### src/rtl/sec_disp_drv_pkg.sv
// Shared constants, FSM state type and 7-segment patterns
// for the seconds-of-day display driver.
package sec_disp_drv_pkg;

    localparam int SEC_PER_DAY = 86400;
    localparam int SEC_PER_HR  = 3600;
    localparam int SEC_PER_MIN = 60;

    typedef enum logic [2:0] {
        S_IDLE,
        S_LOAD,
        S_HR,
        S_MN,
        S_DIG,
        S_DONE
    } conv_state_e;

    // Patterns are {g,f,e,d,c,b,a}, active-high
    localparam logic [6:0] SEG_DASH  = 7'b100_0000;
    localparam logic [6:0] SEG_BLANK = 7'b000_0000;

    function automatic logic [6:0] seg7_decode(input logic [3:0] d);
        logic [6:0] p;
        case (d)
            4'd0:    p = 7'h3F;
            4'd1:    p = 7'h06;
            4'd2:    p = 7'h5B;
            4'd3:    p = 7'h4F;
            4'd4:    p = 7'h66;
            4'd5:    p = 7'h6D;
            4'd6:    p = 7'h7D;
            4'd7:    p = 7'h07;
            4'd8:    p = 7'h7F;
            4'd9:    p = 7'h6F;
            default: p = SEG_BLANK;
        endcase
        return p;
    endfunction

endpackage

### src/rtl/sec_disp_drv_scan.sv
// Six-digit multiplexed 7-segment scanner: divider, index,
// digit mux, decode, dp/error/blank and output polarity.
module seg7_scan
    import sec_disp_drv_pkg::*;
#(
    parameter int SCAN_DIV    = 25000,
    parameter int SEG_ACT_LOW = 1,
    parameter int DIG_ACT_LOW = 1
) (
    input  logic        clk,
    input  logic        rst_n,
    input  logic [23:0] bcd,
    input  logic        range_err,
    input  logic        blank,
    output logic [7:0]  seg,
    output logic [5:0]  dig_sel
);

    localparam int DW = (SCAN_DIV > 1) ? $clog2(SCAN_DIV) : 1;
    localparam logic SEG_INV = (SEG_ACT_LOW != 0);
    localparam logic DIG_INV = (DIG_ACT_LOW != 0);
    localparam logic [7:0] SEG_OFF = {8{SEG_INV}};
    localparam logic [5:0] DIG_OFF = {6{DIG_INV}};

    logic [DW-1:0] div_q, div_d;
    logic [2:0]    idx_q, idx_d;
    logic [7:0]    seg_q, seg_d;
    logic [5:0]    dig_q, dig_d;
    logic [3:0]    nib;
    logic [6:0]    pat;
    logic          dp;

    always_comb begin
        div_d = div_q + DW'(1);
        idx_d = idx_q;
        if (div_q == DW'(SCAN_DIV - 1)) begin
            div_d = '0;
            idx_d = (idx_q == 3'd5) ? 3'd0 : idx_q + 3'd1;
        end
    end

    always_comb begin
        case (idx_q)
            3'd0:    nib = bcd[3:0];
            3'd1:    nib = bcd[7:4];
            3'd2:    nib = bcd[11:8];
            3'd3:    nib = bcd[15:12];
            3'd4:    nib = bcd[19:16];
            3'd5:    nib = bcd[23:20];
            default: nib = 4'hF;
        endcase
    end

    always_comb begin
        pat   = range_err ? SEG_DASH : seg7_decode(nib);
        dp    = !range_err && (idx_q == 3'd2 || idx_q == 3'd4);
        seg_d = {dp, pat} ^ SEG_OFF;
        dig_d = (6'b00_0001 << idx_q) ^ DIG_OFF;
        if (blank) begin
            seg_d = SEG_OFF;
            dig_d = DIG_OFF;
        end
    end

    always_ff @(posedge clk or negedge rst_n) begin
        if (!rst_n) begin
            div_q <= '0;
            idx_q <= 3'd0;
            seg_q <= SEG_OFF;
            dig_q <= DIG_OFF;
        end else begin
            div_q <= div_d;
            idx_q <= idx_d;
            seg_q <= seg_d;
            dig_q <= dig_d;
        end
    end

    assign seg     = seg_q;
    assign dig_sel = dig_q;

endmodule

### src/rtl/sec_disp_drv.sv
// Seconds-of-day to HH:MM:SS BCD converter (iterative subtract)
// driving a multiplexed 6-digit 7-segment display.
module sec_disp_drv
    import sec_disp_drv_pkg::*;
#(
    parameter int SCAN_DIV    = 25000,
    parameter int SEG_ACT_LOW = 1,
    parameter int DIG_ACT_LOW = 1
) (
    input  logic        clk,
    input  logic        rst_n,
    input  logic [31:0] sec_in,
    input  logic        blank,
    output logic [7:0]  seg,
    output logic [5:0]  dig_sel,
    output logic [23:0] bcd_time,
    output logic        conv_done,
    output logic        range_err
);

    conv_state_e state_q, state_d;
    logic        valid_q, valid_d;
    logic [31:0] last_q, last_d;
    logic [16:0] rem_q, rem_d;
    logic [4:0]  hr_q, hr_d;
    logic [5:0]  mn_q, mn_d;
    logic [3:0]  ht_q, ht_d;
    logic [3:0]  mt_q, mt_d;
    logic [3:0]  st_q, st_d;
    logic [23:0] bcd_q, bcd_d;
    logic        err_q, err_d;
    logic        done_q, done_d;

    always_comb begin
        state_d = state_q;
        valid_d = valid_q;
        last_d  = last_q;
        rem_d   = rem_q;
        hr_d    = hr_q;
        mn_d    = mn_q;
        ht_d    = ht_q;
        mt_d    = mt_q;
        st_d    = st_q;
        bcd_d   = bcd_q;
        err_d   = err_q;
        done_d  = 1'b0;
        unique case (state_q)
            S_IDLE: begin
                if (!valid_q || sec_in != last_q)
                    state_d = S_LOAD;
            end
            S_LOAD: begin
                rem_d  = sec_in[16:0];
                last_d = sec_in;
                hr_d   = '0;
                mn_d   = '0;
                ht_d   = '0;
                mt_d   = '0;
                st_d   = '0;
                if (sec_in >= 32'(SEC_PER_DAY)) begin
                    err_d   = 1'b1;
                    valid_d = 1'b1;
                    state_d = S_IDLE;
                end else begin
                    state_d = S_HR;
                end
            end
            S_HR: begin
                if (rem_q >= 17'(SEC_PER_HR)) begin
                    rem_d = rem_q - 17'(SEC_PER_HR);
                    hr_d  = hr_q + 5'd1;
                end else begin
                    state_d = S_MN;
                end
            end
            S_MN: begin
                if (rem_q >= 17'(SEC_PER_MIN)) begin
                    rem_d = rem_q - 17'(SEC_PER_MIN);
                    mn_d  = mn_q + 6'd1;
                end else begin
                    state_d = S_DIG;
                end
            end
            S_DIG: begin
                // Hours, minutes and seconds split into tens/units in parallel
                if (hr_q < 5'd10 && mn_q < 6'd10 && rem_q < 17'd10)
                    state_d = S_DONE;
                if (hr_q >= 5'd10) begin
                    hr_d = hr_q - 5'd10;
                    ht_d = ht_q + 4'd1;
                end
                if (mn_q >= 6'd10) begin
                    mn_d = mn_q - 6'd10;
                    mt_d = mt_q + 4'd1;
                end
                if (rem_q >= 17'd10) begin
                    rem_d = rem_q - 17'd10;
                    st_d  = st_q + 4'd1;
                end
            end
            S_DONE: begin
                bcd_d   = {ht_q, hr_q[3:0], mt_q, mn_q[3:0], st_q, rem_q[3:0]};
                err_d   = 1'b0;
                valid_d = 1'b1;
                done_d  = 1'b1;
                state_d = S_IDLE;
            end
            default: state_d = S_IDLE;
        endcase
    end

    always_ff @(posedge clk or negedge rst_n) begin
        if (!rst_n) begin
            state_q <= S_IDLE;
            valid_q <= 1'b0;
            last_q  <= '0;
            rem_q   <= '0;
            hr_q    <= '0;
            mn_q    <= '0;
            ht_q    <= '0;
            mt_q    <= '0;
            st_q    <= '0;
            bcd_q   <= '0;
            err_q   <= 1'b0;
            done_q  <= 1'b0;
        end else begin
            state_q <= state_d;
            valid_q <= valid_d;
            last_q  <= last_d;
            rem_q   <= rem_d;
            hr_q    <= hr_d;
            mn_q    <= mn_d;
            ht_q    <= ht_d;
            mt_q    <= mt_d;
            st_q    <= st_d;
            bcd_q   <= bcd_d;
            err_q   <= err_d;
            done_q  <= done_d;
        end
    end

    assign bcd_time  = bcd_q;
    assign conv_done = done_q;
    assign range_err = err_q;

    seg7_scan #(
        .SCAN_DIV    (SCAN_DIV),
        .SEG_ACT_LOW (SEG_ACT_LOW),
        .DIG_ACT_LOW (DIG_ACT_LOW)
    ) u_scan (
        .clk       (clk),
        .rst_n     (rst_n),
        .bcd       (bcd_q),
        .range_err (err_q),
        .blank     (blank),
        .seg       (seg),
        .dig_sel   (dig_sel)
    );

endmodule

### config.mk
export PLATFORM = sky130hd
export DESIGN_NAME = sec_disp_drv
export DESIGN_NICKNAME = d
export VERILOG_FILES = /design/src/rtl/sec_disp_drv_pkg.sv /design/src/rtl/sec_disp_drv_scan.sv /design/src/rtl/sec_disp_drv.sv
export SDC_FILE = /design/constraint.sdc
export NUM_CORES = 1
export LEC_CHECK = 0
export BUFFER_PORTS_ARGS = -buffer_cell sky130_fd_sc_hd__buf_4
export CELL_PAD_IN_SITES_DETAIL_PLACEMENT = 1
export CELL_PAD_IN_SITES_GLOBAL_PLACEMENT = 2
export CORE_MARGIN = 2
export CORE_UTILIZATION = 34
export CTS_BUF_LIST = sky130_fd_sc_hd__clkbuf_4 sky130_fd_sc_hd__clkbuf_8
export DETAILED_ROUTE_END_ITERATION = 12
export GPL_ROUTABILITY_DRIVEN = 0
export PLACE_DENSITY = 0.75
export SYNTH_ARGS = -nofsm -noshare
export SYNTH_HDL_FRONTEND = slang
export SYNTH_SLANG_ARGS = --single-unit
### constraint.sdc
create_clock -name clk -period 2.2 [get_ports clk]
set_input_delay 0.11 -clock clk [delete_from_list [all_inputs] [get_ports clk]]
set_output_delay 0.11 -clock clk [all_outputs]
set_load 0.05 [all_outputs]
==> qor.yml <==
setup_path:
  crit_family: "compound AO/OA/AOI/OAI gates"
  cp_slowest_stage_delay_ps: 400
  cp-end-kind: "flop"
  cp_cell_sequence: "inv_1 -> buf_4 -> ha_1 -> nand4bb_1 -> a31o_2 -> nand3_1 -> o211ai_4 -> buf_12 -> o31ai_2 -> o31ai_1"
  cp.depth: 10
  ff2ff_path_depth: 10
  startpoint_type: "flop"
  worstPathRequired_ps: 2530
  critPathKind: "flop to flop"
  path_max_fanout: 19
  slowest_stage: "dfrtp_1"
  cp.arrival_ps: 2450
  critical_path_buf_inv_count: 3
power:
  ir_drop_mv: 0.3098
  p_per_area_nw_per_um2: 535.4
  p_leak_nw: 4.461
floorplanning:
  die_area_um2: 23380
  start_util_pct: 34.55
  rows: 54
  core_area_um2: 21820
  die_w_um: 152.9
  io_pins: 75
  die_y_um: 152.9
yosys:
  synth_largest_area_cell: "dfrtp_1"
  synth_edf_count: 0
  async_flop_share_pct: 100.0
  synthCells: 847
  synthFlopType: "dfrtp_1"
  yosys_warnings: 0
  synth.top_cells.by_area: "dfrtp_1 (40%), nand2_1 (9.1%), xor2_1 (5.0%), dfstp_2 (4.9%), ha_1 (4.1%)"
  synth_seq_cells: 134
  avgSynthCellArea_um2: 8.902
  synth_area_um2: 7540
  synth.top_cell.area_share_pct: 39.83
  yosysSeqAreaShare_pct: 44.71
  synth.distinct_cells: 68
  syn-num-nets: 907
cts:
  clock_path_buffers: 2
  cts_buffers: 17
  root_buffer: "clkbuf_8"
  htreeDepth: 4
  clock_latency_ps: 460
  tritoncts: "done"
  cts.sinks: 134
  clk_pin_slew_ps: 80
grt:
  grt-ovfl-total: 0
  grt_max_degree: 45
  grt_pass1_vias: 7107
  antenna_found_initial: 0
  grt_usage_pct: 20.95
  grt_pass1_wl_um: 38780
sta:
  rsz0062_at_grt: "true"
  slew_violations: 0
  worstMarginPinSlew_ps: 545.5
  holdWs_ps: 137.4
  slew_headroom_pct: 63.30
  finalSetupViolCount: 0
  finalCriticalPeriod_ps: 2114
  fin_worst_skew_ps: 15.07
  fmax_mhz: 473.0
  finalHoldViolCount: 0
  period_share_pct: 96.09
run_status:
  status: "complete, no violations"
placed_design:
  hpwlAfterDp_um: 17610
  portBuffers: 74
layout:
  drive_gt1_share_pct: 23.93
  nNetsFinal: 1076
  final_core_util_pct: 44.56
  synthToLayoutAreaGrowth_pct: 28.99
  n_antenna_cell: 0
routing:
  routedWlPerCell_um: 18.26
  routed-via-count: 6864
  routed_wl_um: 23880
  drt-pass1-iter-count: 5
  ant_nets: 0
  drc_errors: 0
  via_per_inst: 5.248
  dr.first_iter.drc_count: 306
flow_run:
  drv_cap: 0
hold_path:
  min_path_type: "primary input to async pin"
-- power by group --
group / total (mW) / internal, mW / switching (mW)
clock network: 1.90 / 0.893 / 1.01
logic: 0.722 / 0.312 / 0.409
registers: 2.59 / 2.54 / 0.0491
-- per-stage QoR --
stage | instance area, µm² | std cells | TNS, ps | setup WS, ps | power, mW
3_5_place_dp | 8931 | 1239 | -53.34 | -26.66 | 3.292
3_3_place_gp | 8931 | 1239 | 0 | 28.39 | 3.282
5_1_grt | 9726 | 1308 | -63.16 | -37.02 | 5.483
2_1_floorplan | 7551 | 847 | 0 | 3.893 | 2.966
6_report | 9726 | 1308 | 0 | 86.03 | 5.207
4_1_cts | 9628 | 1304 | 0 | 6.475 | 5.285
-- path summary, 6_finish.rpt --
path	start	end	slack [ps]
max in group asynchronous	rst_n	u_scan.dig_sel[5]	1360
setup / recovery	rem_q[5]	rem_q[15]	90
setup reg to reg	rem_q[5]	rem_q[15]	90
hold / removal	rst_n	u_scan.div_q[12]	140
hold reg to reg	last_q[26]	last_q[26]	500
min in group clk	sec_in[22]	last_q[22]	400
-- flip-flops by register name (all words and copies together), names as in the netlist, 5 cells and up --
signal          cells
last_q             32
u_scan.seg          8
hr_q                5
u_scan.dig_sel      6
mn_q                6
u_scan.div_q       15
rem_q              17
bcd_time           24
-- cells by family after synthesis --
logic type               synth area share (%)
AND/OR/NAND/NOR                         21.91
AO/OA/AOI/OAI                           15.37
flip-flops                              44.71
buffers and inverters                   3.236
XOR/XNOR                                6.621
multiplexers                            4.016
adder cells (fa/ha/maj)                 4.149
-- Yosys cell counts (11+ instances only) --
library cell	number
a21oi_1	39
mux2_2	18
xor2_1	43
inv_1	22
nor3_1	12
nor4_1	16
nand2_1	183
ha_1	25
dfrtp_1	120
o21ai_0	58
nand3_1	29
clkbuf_1	32
nor2b_1	12
o22ai_1	11
xnor2_1	14
o31ai_1	11
nor2_1	63
dfstp_2	14
nand4_1	11
-- repair_timing --
item,CTS,global route
endpoints found under the setup margin,4,24
pin swaps,0,3
hold endpoints to repair,136,0
setup buffers,0,4
gates resized for setup,1,16
hold buffers,34,0
-- cell type report --
type	count	area, µm²
multi-input combinational	652	4018
clock buffer	23	297.8
fill	2549	12100
sequential	134	3372
inverter	23	86.33
timing repair buffer	188	1550
clock inverter	8	51.30
tap	280	350.3
-- cell usage in the layout, fill, tap and decap left out, types with 7 or more instances in the layout --
master	n
nand2_1	182
buf_4	149
dfrtp_1	119
nor2_1	62
o21ai_0	58
xor2_1	43
a21oi_1	38
dlygate4sd3_1	34
nand3_1	29
ha_1	24
inv_1	22
clkbuf_8	20
mux2_2	18
nor4_1	14
xnor2_1	14
dfstp_2	14
nor2b_1	11
o22ai_1	11
nand4_1	11
nor3_1	11
mux2i_1	10
o31ai_1	10
nand2b_1	7
-- metal layers --
metal | up-vias | part of all wire (%) | GRT usage, %
met5 | - | 0 | 0
met3 | 24 | 3.7 | 4.083
li1 | 3302 | - | -
met2 | 148 | 50 | 35.70
met1 | 3390 | 45 | 27.21
met4 | 0 | 1.8 | 5.864
(Power assumes the default switching activity.)
